==> src/rtl/pipelined_exe_if.sv <==
// ID -> EXE boundary bundle for the execute stage.
// The ID side drives decoded controls, operands and the Stall request;
// the EXE side returns the registered slot contents, the ALU result and
// the instruction/bubble counters.
interface pipelined_exe_if;
    // ID-side decoded controls and operands
    logic        ID_Wreg;
    logic        ID_Reg2reg;
    logic        ID_Wmem;
    logic        ID_Aluqb;
    logic [1:0]  ID_Aluc;
    logic [31:0] ID_Qa;
    logic [31:0] ID_Qb;
    logic [31:0] ID_Ext_imm;
    logic [4:0]  ID_write_reg;
    logic        Stall;

    // EXE-side slot contents
    logic        EXE_Wreg;
    logic        EXE_Reg2reg;
    logic        EXE_Wmem;
    logic [4:0]  EXE_write_reg;
    logic [31:0] EXE_Alu;
    logic [31:0] EXE_Qb;
    logic        EXE_Valid;
    logic [31:0] Bubble_cnt;
    logic [31:0] Inst_cnt;

    // Master: the ID stage (or a bench standing in for it)
    modport master (
        output ID_Wreg, ID_Reg2reg, ID_Wmem, ID_Aluqb, ID_Aluc,
               ID_Qa, ID_Qb, ID_Ext_imm, ID_write_reg, Stall,
        input  EXE_Wreg, EXE_Reg2reg, EXE_Wmem, EXE_write_reg,
               EXE_Alu, EXE_Qb, EXE_Valid, Bubble_cnt, Inst_cnt
    );

    // Slave: the execute stage itself
    modport slave (
        input  ID_Wreg, ID_Reg2reg, ID_Wmem, ID_Aluqb, ID_Aluc,
               ID_Qa, ID_Qb, ID_Ext_imm, ID_write_reg, Stall,
        output EXE_Wreg, EXE_Reg2reg, EXE_Wmem, EXE_write_reg,
               EXE_Alu, EXE_Qb, EXE_Valid, Bubble_cnt, Inst_cnt
    );
endinterface

==> src/rtl/pipelined_exe.sv <==
// Execute stage of a 5-stage pipeline: ID/EXE register, 4-function ALU,
// and bubble/instruction counters. A stall from ID turns the loaded slot
// into a bubble whose data fields are all zero, so the ALU reads 0.
// Results are exported straight from the slot so the ID stage can forward
// and detect load-use hazards in the same cycle.
module pipelined_exe (
    input  logic           Clk,
    input  logic           Clrn,
    pipelined_exe_if.slave bus
);

    // Slot occupancy: EMPTY holds a bubble, FULL a real instruction.
    typedef enum logic {
        EMPTY = 1'b0,
        FULL  = 1'b1
    } slot_state_t;

    localparam logic [1:0] ALU_ADD = 2'b00;
    localparam logic [1:0] ALU_SUB = 2'b01;
    localparam logic [1:0] ALU_AND = 2'b10;
    localparam logic [1:0] ALU_OR  = 2'b11;

    slot_state_t state_reg;
    slot_state_t state_next;

    // ID/EXE register fields
    logic        wreg_reg,      wreg_next;
    logic        reg2reg_reg,   reg2reg_next;
    logic        wmem_reg,      wmem_next;
    logic        aluqb_reg,     aluqb_next;
    logic [1:0]  aluc_reg,      aluc_next;
    logic [31:0] qa_reg,        qa_next;
    logic [31:0] qb_reg,        qb_next;
    logic [31:0] ext_imm_reg,   ext_imm_next;
    logic [4:0]  write_reg_reg, write_reg_next;

    // Counters
    logic [31:0] inst_cnt_reg,   inst_cnt_next;
    logic [31:0] bubble_cnt_reg, bubble_cnt_next;

    // ALU datapath
    logic [31:0] alu_a;
    logic [31:0] alu_b;
    logic [31:0] alu_sum;
    logic [31:0] alu_diff;
    logic [31:0] alu_and;
    logic [31:0] alu_or;
    logic [31:0] alu_result;

    // Slot state register; reset leaves the slot empty.
    always_ff @(posedge Clk or posedge Clrn) begin
        if (Clrn) begin
            state_reg <= EMPTY;
        end else begin
            state_reg <= state_next;
        end
    end

    // Next slot state: any stall inserts a bubble, otherwise the slot fills.
    always_comb begin
        state_next = state_reg;
        if (bus.Stall) begin
            state_next = EMPTY;
        end else begin
            state_next = FULL;
        end
    end

    // Next slot contents: capture ID fields, or a zeroed bubble on stall.
    // A bubble keeps Aluqb=1 so operand b is the zeroed Qb, matching reset.
    always_comb begin
        wreg_next      = bus.ID_Wreg;
        reg2reg_next   = bus.ID_Reg2reg;
        wmem_next      = bus.ID_Wmem;
        aluqb_next     = bus.ID_Aluqb;
        aluc_next      = bus.ID_Aluc;
        qa_next        = bus.ID_Qa;
        qb_next        = bus.ID_Qb;
        ext_imm_next   = bus.ID_Ext_imm;
        write_reg_next = bus.ID_write_reg;
        if (bus.Stall) begin
            wreg_next      = 1'b0;
            reg2reg_next   = 1'b0;
            wmem_next      = 1'b0;
            aluqb_next     = 1'b1;
            aluc_next      = ALU_ADD;
            qa_next        = 32'd0;
            qb_next        = 32'd0;
            ext_imm_next   = 32'd0;
            write_reg_next = 5'd0;
        end
    end

    // ID/EXE register; reset discards any in-flight instruction so no
    // write enable survives into the next stage.
    always_ff @(posedge Clk or posedge Clrn) begin
        if (Clrn) begin
            wreg_reg      <= 1'b0;
            reg2reg_reg   <= 1'b0;
            wmem_reg      <= 1'b0;
            aluqb_reg     <= 1'b1;
            aluc_reg      <= ALU_ADD;
            qa_reg        <= 32'd0;
            qb_reg        <= 32'd0;
            ext_imm_reg   <= 32'd0;
            write_reg_reg <= 5'd0;
        end else begin
            wreg_reg      <= wreg_next;
            reg2reg_reg   <= reg2reg_next;
            wmem_reg      <= wmem_next;
            aluqb_reg     <= aluqb_next;
            aluc_reg      <= aluc_next;
            qa_reg        <= qa_next;
            qb_reg        <= qb_next;
            ext_imm_reg   <= ext_imm_next;
            write_reg_reg <= write_reg_next;
        end
    end

    // Counter next values: exactly one of the two advances on every edge,
    // both wrap naturally at 2^32.
    always_comb begin
        inst_cnt_next   = inst_cnt_reg;
        bubble_cnt_next = bubble_cnt_reg;
        if (bus.Stall) begin
            bubble_cnt_next = bubble_cnt_reg + 32'd1;
        end else begin
            inst_cnt_next = inst_cnt_reg + 32'd1;
        end
    end

    // Counter registers.
    always_ff @(posedge Clk or posedge Clrn) begin
        if (Clrn) begin
            inst_cnt_reg   <= 32'd0;
            bubble_cnt_reg <= 32'd0;
        end else begin
            inst_cnt_reg   <= inst_cnt_next;
            bubble_cnt_reg <= bubble_cnt_next;
        end
    end

    // Operand selection: b is the register operand or the immediate.
    assign alu_a    = qa_reg;
    assign alu_b    = aluqb_reg ? qb_reg : ext_imm_reg;
    assign alu_sum  = alu_a + alu_b;
    assign alu_diff = alu_a - alu_b;

    // Bitwise logic unit, one slice per bit.
    for (genvar gi = 0; gi < 32; gi++) begin : g_logic_slice
        assign alu_and[gi] = alu_a[gi] & alu_b[gi];
        assign alu_or[gi]  = alu_a[gi] | alu_b[gi];
    end

    // ALU function select, purely combinational from the slot.
    always_comb begin
        alu_result = 32'd0;
        case (aluc_reg)
            ALU_ADD: alu_result = alu_sum;
            ALU_SUB: alu_result = alu_diff;
            ALU_AND: alu_result = alu_and;
            ALU_OR:  alu_result = alu_or;
            default: alu_result = 32'd0;
        endcase
    end

    // Slot exports, unregistered beyond the ID/EXE register.
    assign bus.EXE_Wreg      = wreg_reg;
    assign bus.EXE_Reg2reg   = reg2reg_reg;
    assign bus.EXE_Wmem      = wmem_reg;
    assign bus.EXE_write_reg = write_reg_reg;
    assign bus.EXE_Alu       = alu_result;
    assign bus.EXE_Qb        = qb_reg;
    assign bus.EXE_Valid     = (state_reg == FULL);
    assign bus.Inst_cnt      = inst_cnt_reg;
    assign bus.Bubble_cnt    = bubble_cnt_reg;

endmodule

==> src/flat_wrapper.sv <==
// flat-port wrapper written by rule: the top's interface ports become plain ports
module pipelined_exe_flat 
  (Clk, Clrn, bus_ID_Wreg, bus_ID_Reg2reg, bus_ID_Wmem, bus_ID_Aluqb, bus_ID_Aluc, bus_ID_Qa, bus_ID_Qb, bus_ID_Ext_imm, bus_ID_write_reg, bus_Stall, bus_EXE_Wreg, bus_EXE_Reg2reg, bus_EXE_Wmem, bus_EXE_write_reg, bus_EXE_Alu, bus_EXE_Qb, bus_EXE_Valid, bus_Bubble_cnt, bus_Inst_cnt);
  pipelined_exe_if bus_i ();
  input  logic Clk;
  input  logic Clrn;
  input wire logic [$bits(bus_i.ID_Wreg)-1:0] bus_ID_Wreg;
  input wire logic [$bits(bus_i.ID_Reg2reg)-1:0] bus_ID_Reg2reg;
  input wire logic [$bits(bus_i.ID_Wmem)-1:0] bus_ID_Wmem;
  input wire logic [$bits(bus_i.ID_Aluqb)-1:0] bus_ID_Aluqb;
  input wire logic [$bits(bus_i.ID_Aluc)-1:0] bus_ID_Aluc;
  input wire logic [$bits(bus_i.ID_Qa)-1:0] bus_ID_Qa;
  input wire logic [$bits(bus_i.ID_Qb)-1:0] bus_ID_Qb;
  input wire logic [$bits(bus_i.ID_Ext_imm)-1:0] bus_ID_Ext_imm;
  input wire logic [$bits(bus_i.ID_write_reg)-1:0] bus_ID_write_reg;
  input wire logic [$bits(bus_i.Stall)-1:0] bus_Stall;
  output wire logic [$bits(bus_i.EXE_Wreg)-1:0] bus_EXE_Wreg;
  output wire logic [$bits(bus_i.EXE_Reg2reg)-1:0] bus_EXE_Reg2reg;
  output wire logic [$bits(bus_i.EXE_Wmem)-1:0] bus_EXE_Wmem;
  output wire logic [$bits(bus_i.EXE_write_reg)-1:0] bus_EXE_write_reg;
  output wire logic [$bits(bus_i.EXE_Alu)-1:0] bus_EXE_Alu;
  output wire logic [$bits(bus_i.EXE_Qb)-1:0] bus_EXE_Qb;
  output wire logic [$bits(bus_i.EXE_Valid)-1:0] bus_EXE_Valid;
  output wire logic [$bits(bus_i.Bubble_cnt)-1:0] bus_Bubble_cnt;
  output wire logic [$bits(bus_i.Inst_cnt)-1:0] bus_Inst_cnt;
  assign bus_i.ID_Wreg = bus_ID_Wreg;
  assign bus_i.ID_Reg2reg = bus_ID_Reg2reg;
  assign bus_i.ID_Wmem = bus_ID_Wmem;
  assign bus_i.ID_Aluqb = bus_ID_Aluqb;
  assign bus_i.ID_Aluc = bus_ID_Aluc;
  assign bus_i.ID_Qa = bus_ID_Qa;
  assign bus_i.ID_Qb = bus_ID_Qb;
  assign bus_i.ID_Ext_imm = bus_ID_Ext_imm;
  assign bus_i.ID_write_reg = bus_ID_write_reg;
  assign bus_i.Stall = bus_Stall;
  assign bus_EXE_Wreg = bus_i.EXE_Wreg;
  assign bus_EXE_Reg2reg = bus_i.EXE_Reg2reg;
  assign bus_EXE_Wmem = bus_i.EXE_Wmem;
  assign bus_EXE_write_reg = bus_i.EXE_write_reg;
  assign bus_EXE_Alu = bus_i.EXE_Alu;
  assign bus_EXE_Qb = bus_i.EXE_Qb;
  assign bus_EXE_Valid = bus_i.EXE_Valid;
  assign bus_Bubble_cnt = bus_i.Bubble_cnt;
  assign bus_Inst_cnt = bus_i.Inst_cnt;
  pipelined_exe u_core (.Clk(Clk), .Clrn(Clrn), .bus(bus_i));
endmodule
==> config.mk <==
export PLATFORM = sky130hd
export DESIGN_NAME = pipelined_exe_flat
export DESIGN_NICKNAME = d
export VERILOG_FILES = /design/src/rtl/pipelined_exe_if.sv /design/src/rtl/pipelined_exe.sv /design/src/flat_wrapper.sv
export SDC_FILE = /design/constraint.sdc
export NUM_CORES = 1
export LEC_CHECK = 0
export ABC_CLOCK_PERIOD_IN_PS = 18600
export CAP_MARGIN = 20
export CORE_AREA = 3 3 123 173
export DETAILED_ROUTE_END_ITERATION = 10
export DIE_AREA = 0 0 126 176
export PLACE_DENSITY = 0.87
export SLEW_MARGIN = 20
export SYNTH_ARGS = -nofsm -noshare
export SYNTH_HDL_FRONTEND = slang
export SYNTH_SLANG_ARGS = --single-unit
==> constraint.sdc <==
create_clock -name Clk -period 18.6 [get_ports Clk]
set_clock_uncertainty 0.15 [all_clocks]
set_input_delay 5.58 -clock Clk [delete_from_list [all_inputs] [get_ports Clk]]
set_output_delay 5.58 -clock Clk [all_outputs]
set_load 0.05 [all_outputs]
# == Word level (Yosys, flattened, before mapping) ==
# Cells that the tools add are included.
# word_totals
out_inout_bits,137
wordCells,96
reg_bits,172
inputBits,110
# classes
muxes,12
add_sub_neg,4
eq_ne,3
bitwise,64
n_reduce_logical,1
# op_table
operator,n
2-to-1 mux 32 bit,4
one-hot mux 32 bit (4 select lines),1
"adder 32 x 1 -> 32 bit, second input constant",2
adder 32 bit,1
bitwise AND 1 bit,32
bitwise OR 1 bit,32
subtractor 32 bit,1
2-to-1 mux 1 bit,5
2-to-1 mux 5 bit,1
"equality test 2 bit, second input constant",2
"equality test 2 x 1 -> 1 bit, second input constant",1
logical NOT 2 bit,1
2-to-1 mux 2 bit,1

# == Longest topological paths before layout ==
# Gate-level depths: netlist of the first run.
# logic_depth
word_depth,3
depth_mapped,25
ltp_nobuf,18

# == Worst setup path after synthesis of the first run ==
# Ideal clock, no wire load.
# synth_timing
path_type,flip-flop to output port
start,register u_core.aluqb_reg
end,output port bus_EXE_Alu[24]
t_arrival_ns,6.478
n_path_buf,6
required_ns,12.870
path_stages_with_launch,22
setup_slack_ns,6.392
path_cell_list,dfstp_2 -> buf_6 -> buf_6 -> buf_6 -> buf_2 -> buf_2 -> clkbuf_1 -> mux2i_1 -> ha_1 -> o221ai_1 -> nor4_2 -> o21ai_1 -> o31ai_1 -> xor2_1 -> ha_1 -> a21o_1 -> a31o_2 -> a21oi_1 -> o21ai_0 -> a21oi_1 -> o21bai_1 -> o311ai_0
# synth_between
elab_chain_cells,3
elab_cells_between_ends,6
classes_between,add/sub (2); mux (2); bitwise (2)
# synth_lines
element,line,text
from (decl),pipelined_exe.sv:30,"logic aluqb_reg, aluqb_next;"
from (signal assigned),pipelined_exe.sv:111,aluqb_reg <= aluqb_next;
2-to-1 mux 32 bit *,pipelined_exe.sv:145,assign alu_b = aluqb_reg ? qb_reg : ext_imm_reg;
"subtractor 32 bit, or another cell as far along",pipelined_exe.sv:147,assign alu_diff = alu_a - alu_b;
one-hot mux 32 bit (4 select lines) *,pipelined_exe.sv:158,case (aluc_reg)
to (decl),flat_wrapper.sv:21,output wire logic [$bits(bus_i.EXE_Alu)-1:0] bus_EXE_Alu;
# Mark *: on every way between the ends. The rest lies on a longest branch, timed or not.

# == Worst setup path in the final report of the first run ==
# layout_timing
start,register u_core.aluc_reg[0]
end,output port bus_EXE_Alu[30]
# layout_between
elab_chain_cells,2
elab_cells_between_ends,5
classes_between,eq/ne (3); mux (1); reduce/logical (1)
# layout_lines
element,line,text
from (decl),pipelined_exe.sv:31,"logic [1:0] aluc_reg, aluc_next;"
from (signal assigned),pipelined_exe.sv:112,aluc_reg <= aluc_next;
"equality test 2 bit, or another cell as far along",pipelined_exe.sv:158,
one-hot mux 32 bit (4 select lines) *,pipelined_exe.sv:158,
# Marked as above.

==> run summary, run 1 <==
TIMING
--------------------------------------------------------------------------------------
Period utilization                                                               0.663
Final Max Tran Viols                                                                 0
Max_slew headroom                                                                0.389
Fmax                                                                        0.0811 GHz
Final hold violations                                                                0
Setup repair after global routing missed its margin                                 no
Worst hold slack                                                              0.324 ns
Final setup violation count                                                          0
Fin crit period                                                               12.33 ns
Slew of the pin with the lowest slew margin                                   0.917 ns
Total Negative Setup Slacks                                                       0 ns

YOSYS
--------------------------------------------------------------------------------------
Number of enable flip-flop cells after synthesis                                     0
Most used flip-flop cell after synthesis                                       dfrtp_1
Proportion of netlist area held by the largest area contributor                  0.432
Largest area contributor in the netlist                                        dfrtp_1
Net count after synthesis                                                         1178
Sequential cell area fraction in the yosys report                                0.434
Flops & latches, synth                                                             172
Top post-synthesis cells by area                                          dfrtp_1 (43%), nor2b_1 (7.1%), xnor2_1 (6.9%), ha_1 (4.5%), a21oi_1 (3.2%)
Post-synth design cell area                                               0.00991 mm^2
Gate Count Post-Synth                                                             1031
Share of synthesized flip-flops with an asynchronous set or reset                 1.00
Library cells used by synthesis                                                     61
Synthesized area per cell                                                    9.61 um^2
Yosys warning total                                                                  0

CRITICAL PATH
--------------------------------------------------------------------------------------
Crit path cell chain                                                      inv_1 -> nor2_1 -> nor2_1 -> xor2_1 -> ha_1 -> a211oi_1 -> o211ai_1 -> a21oi_1 -> o21ai_0 -> a21oi_1 -> o221ai_1 -> mux2i_1 -> a211oi_1 -> clkdlybuf4s50_1
Reg-to-Reg End                                                            u_core.bus.Bubble_cnt[29]
Peak fanout along the critical path                                                 23
Kind of cell adding the most delay to the critical path                   compound AO/OA/AOI/OAI gates
Required time at the worst-slack endpoint                                     12.87 ns
Worst R2R Start                                                           u_core.bus.Bubble_cnt[2]
Maximum cell stage delay along the critical path                               0.85 ns
WP buf/inv                                                                           2
Library cell contributing the largest single delay on the critical path   clkdlybuf4s50_1
Setup slack of the worst register-to-register path                            15.90 ns
Arrival @ worst endpoint                                                       6.60 ns
Sort of element at the start of the critical path                                 flop
Cell count of the worst reg-to-reg path                                              8
Capturing element type of the critical path                                output port
Critical path type                                                             reg2out

CLOCK TREE
--------------------------------------------------------------------------------------
Clock sink total                                                                   172
Register clock-pin slew on the reported worst setup and hold paths             0.07 ns
TritonCTS buffer count                                                              17
H-tree level count                                                                   4
Cell at the root of the clock tree                                           clkbuf_16
Clock network latency to the later pin of the worst-skew pair                  0.43 ns
Post-CTS repair timing setup buffer count                                            0
Number of buffers between clock root and the deepest sink                            2
Hold bufs inserted after CTS                                                         0
Number of cells upsized or downsized after cts                                       0
Clock tree from TritonCTS                                                        built

DIE
--------------------------------------------------------------------------------------
Chip width                                                                      126 um
Initial Utilization                                                              0.499
Die footprint                                                              0.0222 mm^2
Total I/O pin count                                                                247
Vertical extent of the die                                                      176 um
Core Footprint                                                             0.0198 mm^2
Number of rows in the core area                                                     61

PLACE
--------------------------------------------------------------------------------------
Global placement routability congestion                                           1.01
HPWL Detailed                                                                  21.2 mm
Port Buffer Count                                                                  246

GRT
--------------------------------------------------------------------------------------
Aggregate global routing overflow                                                    0
All-Layer GR Usage                                                               0.250
Global-route wire length before repair                                         44.1 mm
Largest net degree at the start of global routing                                   98
Vias in the first global route                                                    8577
Initial antenna violation count                                                      1

CELLS AND AREA
--------------------------------------------------------------------------------------
Most common cell after layout, fill and taps aside                        clkdlybuf4s50_1
Diodes inserted                                                                      0
Fraction of final layout cells with drive strength greater than 1               0.0518
Nets                                                                              1407
Core utilization of the finished layout                                          0.662
Layout area overhead                                                             32.6%
Most frequent cells in the layout                                         clkdlybuf4s50_1 (245), dfrtp_1 (171), nor2b_1 (112)

POWER
--------------------------------------------------------------------------------------
Pwr dens                                                                  92.1 mW/mm^2
Peak ir drop on the vdd network                                              0.0732 mV
Static leakage                                                                 5.74 nW

ROUTE
--------------------------------------------------------------------------------------
Iteration-0 DRC Markers                                                            619
Detail Route Antenna Nets                                                            0
Mean routed wirelength per cell                                                18.2 um
Detailed-router iteration count before antenna repair                                5
Vias per cell                                                                     5.46
Wire length after detailed routing                                             27.8 mm
Residual DRC count                                                                   0
Number of vias after detailed routing                                             8330

HOLD PATH
--------------------------------------------------------------------------------------
Worst hold path depth                                                                1
End point of the worst hold path                                          u_core.bus.Bubble_cnt[31]
Class of the most critical hold timing path                                    reg2reg
Start point of the worst min-delay path                                   u_core.bus.Bubble_cnt[31]

OUTCOME
--------------------------------------------------------------------------------------
Status                                                                    complete, no violations

RUN
--------------------------------------------------------------------------------------
Number of max-cap violations                                                         0

-- worst reg2reg max path, cell delays in order, from the launching register on --
cell     delay, ns
dfrtp_1       0.43
and4_1        0.24
and3_1        0.23
and4_1        0.29
nand4_1       0.27
nor3b_1       0.48
and2_1        0.24
nand4_1       0.12
xnor2_1       0.14
-- worst max path at each step --
| stage | end | startpoint | slack, ns | cells past startpoint |
|---|---|---|---|---|
| after global placement | bus_EXE_Alu[28] | u_core.aluqb_reg | 7.12 | 17 |
| after floorplan | bus_EXE_Alu[24] | u_core.aluqb_reg | 6.39 | 21 |
| after detailed placement | bus_EXE_Alu[30] | u_core.aluqb_reg | 6.95 | 17 |
| after CTS | bus_EXE_Alu[30] | u_core.aluc_reg[0] | 6.45 | 14 |
| after global routing | bus_EXE_Alu[30] | u_core.aluqb_reg | 5.94 | 17 |
| final | bus_EXE_Alu[30] | u_core.aluc_reg[0] | 6.27 | 14 |
-- report_power, final --
group          switching, mW  internal [mW]  leakage (nW)
clock                  0.169          0.187         0.294
combinational          0.263          0.161          3.21
sequential            0.0313          0.400          2.24
-- synthesized netlist by cell type, types with 3 or more instances --
master    number
a211oi_1       9
dfrtp_1      171
xnor2_1       78
nor3_1        27
inv_1         45
buf_2          6
o211ai_1       5
nor2b_1      112
a21o_1        13
clkbuf_1      28
or2_2          6
o21bai_1       9
a31o_2         3
o31ai_1        9
a31oi_1        3
nand4_1       22
nor4_1         6
mux2i_1       29
and2_1         6
or3_1          5
a21oi_1       63
and3_1        15
nor3b_1        6
o221ai_1       3
o21ai_0       36
nand2_1       67
buf_6          3
maj3_1        25
and4_1         3
xor2_1        34
o21a_1         5
mux2_2        11
ha_1          36
nand3_1       22
nor2_1        75
buf_1          4
-- stage by stage --
stage	worst slack [ns]	total power [mW]	instance area [um^2]	cells
after detailed placement	6.95	0.860	12500	1493
after CTS	6.45	1.22	13100	1525
after floorplan	6.39	0.718	9910	1031
final	6.27	1.21	13100	1525
after global placement	7.12	0.852	12500	1493
after global routing	5.94	1.27	13100	1525
-- metal layers --
metal | vias to the layer above | global-route usage | share of wire
met4 | 2 | 0.119 | 0.044
met2 | 304 | 0.430 | 0.50
met5 | - | 0 | 0.00065
met1 | 3946 | 0.279 | 0.37
li1 | 4006 | - | -
met3 | 72 | 0.0817 | 0.080
-- layout make-up --
| type | count | area, um^2 |
|---|---|---|
| clock buffer | 19 | 453 |
| clock inverter | 13 | 144 |
| fill | 1580 | 6700 |
| inverter | 45 | 174 |
| multi-input combinational | 773 | 5250 |
| sequential | 172 | 4310 |
| tap | 252 | 315 |
| timing repair buffer | 251 | 2500 |
-- cells by family after synthesis --
family          Yosys count  synth area share
compound gates          176             0.111
flops                   172             0.434
simple gates            383             0.205
fa+ha+maj                62            0.0727
buf+inv                  86            0.0356
mux                      40            0.0418
xor+xnor                112            0.0990
(Power assumes the default switching activity.)
==> inputs of run 2 (changes only) <==
- ABC_CLOCK_PERIOD_IN_PS: 18600 -> 11750
- clock period: 18.6 -> 11.75 ns (I/O delays scaled with it)
==> run 2 against run 1 <==
Net effect:
- sequential share of layout area decreased by 0.093 points
- largest cell class unchanged
- critical endpoint unchanged
- register-to-register slack worse by 6.9 ns
- largest power group unchanged
- via count increased by 0.67%
- routed wire length up 0.49%
==> run summary, run 2 (synthesized netlist as in run 1, its figures left out) <==
OUTCOME
---------------------------------------------------------------------------------
Status                                                               complete, no violations

CELLS AND AREA
---------------------------------------------------------------------------------
Multi-input logic area                                               0.00525 mm^2
Filler cells                                                                 1561
Nets                                                                         1409
Most frequent cells in the layout                                    clkdlybuf4s50_1 (245), dfrtp_1 (171), nor2b_1 (112)
Layout area overhead                                                        33.0%
Fraction of final layout cells with drive strength greater than 1          0.0525
Post-route standard cell area excluding fillers                       0.0132 mm^2
Core utilization of the finished layout                                     0.664
Most common cell after layout, fill and taps aside                   clkdlybuf4s50_1
Post-route insts no fill                                                     1528
Sequential cell area                                                 0.00431 mm^2

TIMING
---------------------------------------------------------------------------------
Fmax                                                                   0.0975 GHz
Worst Setup Slack, final                                                  1.50 ns
Total Negative Setup Slacks                                                  0 ns
Final Max Tran Viols                                                            0
Slew of the pin with the lowest slew margin                              0.948 ns
Final hold violations                                                           0
Worst hold slack                                                         0.327 ns
Setup repair after global routing missed its margin                            no
Max_slew headroom                                                           0.368
Fin crit period                                                          10.25 ns
Final setup violation count                                                     0
Period utilization                                                          0.873

DIE
---------------------------------------------------------------------------------
Die footprint                                                         0.0222 mm^2
Initial Utilization                                                         0.499
Chip width                                                                 126 um
Vertical extent of the die                                                 176 um
Number of rows in the core area                                                61
Core Footprint                                                        0.0198 mm^2
Total I/O pin count                                                           247

HOLD PATH
---------------------------------------------------------------------------------
Start point of the worst min-delay path                              u_core.bus.Bubble_cnt[31]
Class of the most critical hold timing path                               reg2reg
End point of the worst hold path                                     u_core.bus.Bubble_cnt[31]
Worst hold path depth                                                           1

PLACE
---------------------------------------------------------------------------------
Port Buffer Count                                                             246
HPWL Detailed                                                             21.4 mm
Global placement routability congestion                                     0.941
Placed Instance Area                                                  0.0126 mm^2
Inst Count DP                                                                1494
Worst setup timing slack at the placement stage                           2.10 ns

CLOCK TREE
---------------------------------------------------------------------------------
TritonCTS buffer count                                                         17
Clock tree from TritonCTS                                                   built
Clock sink total                                                              172
Clock network latency to the later pin of the worst-skew pair             0.44 ns
Number of buffers between clock root and the deepest sink                       2
H-tree level count                                                              4
Hold bufs inserted after CTS                                                    0
Post-CTS repair timing setup buffer count                                       0
Cell at the root of the clock tree                                      clkbuf_16
Register clock-pin slew on the reported worst setup and hold paths        0.08 ns
Number of cells upsized or downsized after cts                                  0

GRT
---------------------------------------------------------------------------------
Largest net degree at the start of global routing                             117
All-Layer GR Usage                                                          0.253
Global-route wire length before repair                                    44.8 mm
Initial antenna violation count                                                 1
Vias in the first global route                                               8692
Aggregate global routing overflow                                               0

ROUTE
---------------------------------------------------------------------------------
Iteration-0 DRC Markers                                                       638
Mean routed wirelength per cell                                           18.3 um
Wire length after detailed routing                                        27.9 mm
Detail Route Antenna Nets                                                       0
Vias per cell                                                                5.49
Number of vias after detailed routing                                        8386
Residual DRC count                                                              0
Detailed-router iteration count before antenna repair                           5

CRITICAL PATH
---------------------------------------------------------------------------------
Sort of element at the start of the critical path                            flop
Reg-to-Reg End                                                       u_core.bus.Bubble_cnt[29]
Worst R2R Start                                                      u_core.bus.Bubble_cnt[2]
Arrival @ worst endpoint                                                  6.58 ns
Setup slack of the worst register-to-register path                        9.05 ns
Cell count of the worst reg-to-reg path                                         8
Required time at the worst-slack endpoint                                 8.08 ns
Capturing element type of the critical path                           output port
Peak fanout along the critical path                                            44
Critical path type                                                        reg2out

POWER
---------------------------------------------------------------------------------
Pwr dens                                                              146 mW/mm^2
Static leakage                                                            5.76 nW
Total power after layout                                                  1.92 mW
Peak ir drop on the vdd network                                          0.134 mV

RUN
---------------------------------------------------------------------------------
Number of max-cap violations                                                    0

[run 2: cell count changes in the layout (fill, tap and decap cells not counted)]
cell / delta
buf_12: +1
bufinv_16: +1
diode_2: +1
inv_6: -3
clkbuf_8: -2
clkinv_2: +1
buf_4: +1
inv_8: +2
clkbuf_1: +1
[run 2: worst max path at each step]
stage	from	to	slack, ns	depth (start not counted)
after floorplan	u_core.aluqb_reg	bus_EXE_Alu[24]	1.60	21
after global placement	u_core.aluc_reg[1]	bus_EXE_Alu[30]	2.29	15
after detailed placement	u_core.aluc_reg[1]	bus_EXE_Alu[30]	2.10	15
after CTS	u_core.aluc_reg[1]	bus_EXE_Alu[30]	1.62	15
after global routing	u_core.aluc_reg[1]	bus_EXE_Alu[30]	1.02	15
final	u_core.aluc_reg[1]	bus_EXE_Alu[30]	1.50	15
[run 2: cell type report]
| cell class | count | share of cell area |
|---|---|---|
| Multi-Input combinational cell | 773 | 0.399 |
| Antenna cell | 1 | 0.000190 |
| Sequential cell | 172 | 0.327 |
| Tap cell | 252 | 0.0239 |
| Timing Repair Buffer | 253 | 0.192 |
| Clock buffer | 18 | 0.0326 |
| Inverter | 45 | 0.0134 |
| Clock inverter | 14 | 0.0131 |
[run 2: critical path, cell delays in order, from the launching register on]
cell             delay (ns)
dfrtp_1                0.36
buf_4                  0.27
inv_1                  0.76
nand2_1                0.69
nor2_1                 0.26
a21oi_1                0.11
fa_1                   0.51
a211oi_1               0.32
o211ai_1               0.15
a21oi_1                0.29
o21ai_0                0.29
a21oi_1                0.52
o221ai_1               0.30
mux2i_1                0.18
a211oi_1               0.27
clkdlybuf4s50_1        0.85
[run 2: routing by layer]
layer  global-route usage  share of wire  up-vias
met4               0.0962          0.035        0
met2                0.446           0.51      317
li1                     -              -     4007
met1                0.282           0.37     4004
met5                    0              0        -
met3               0.0854          0.083       58
[run 2: power by group]
| group | internal, mW | switching (mW) |
|---|---|---|
| Combinational | 0.255 | 0.416 |
| Sequential | 0.634 | 0.0493 |
| Clock | 0.305 | 0.264 |
| Total | 1.19 | 0.729 |
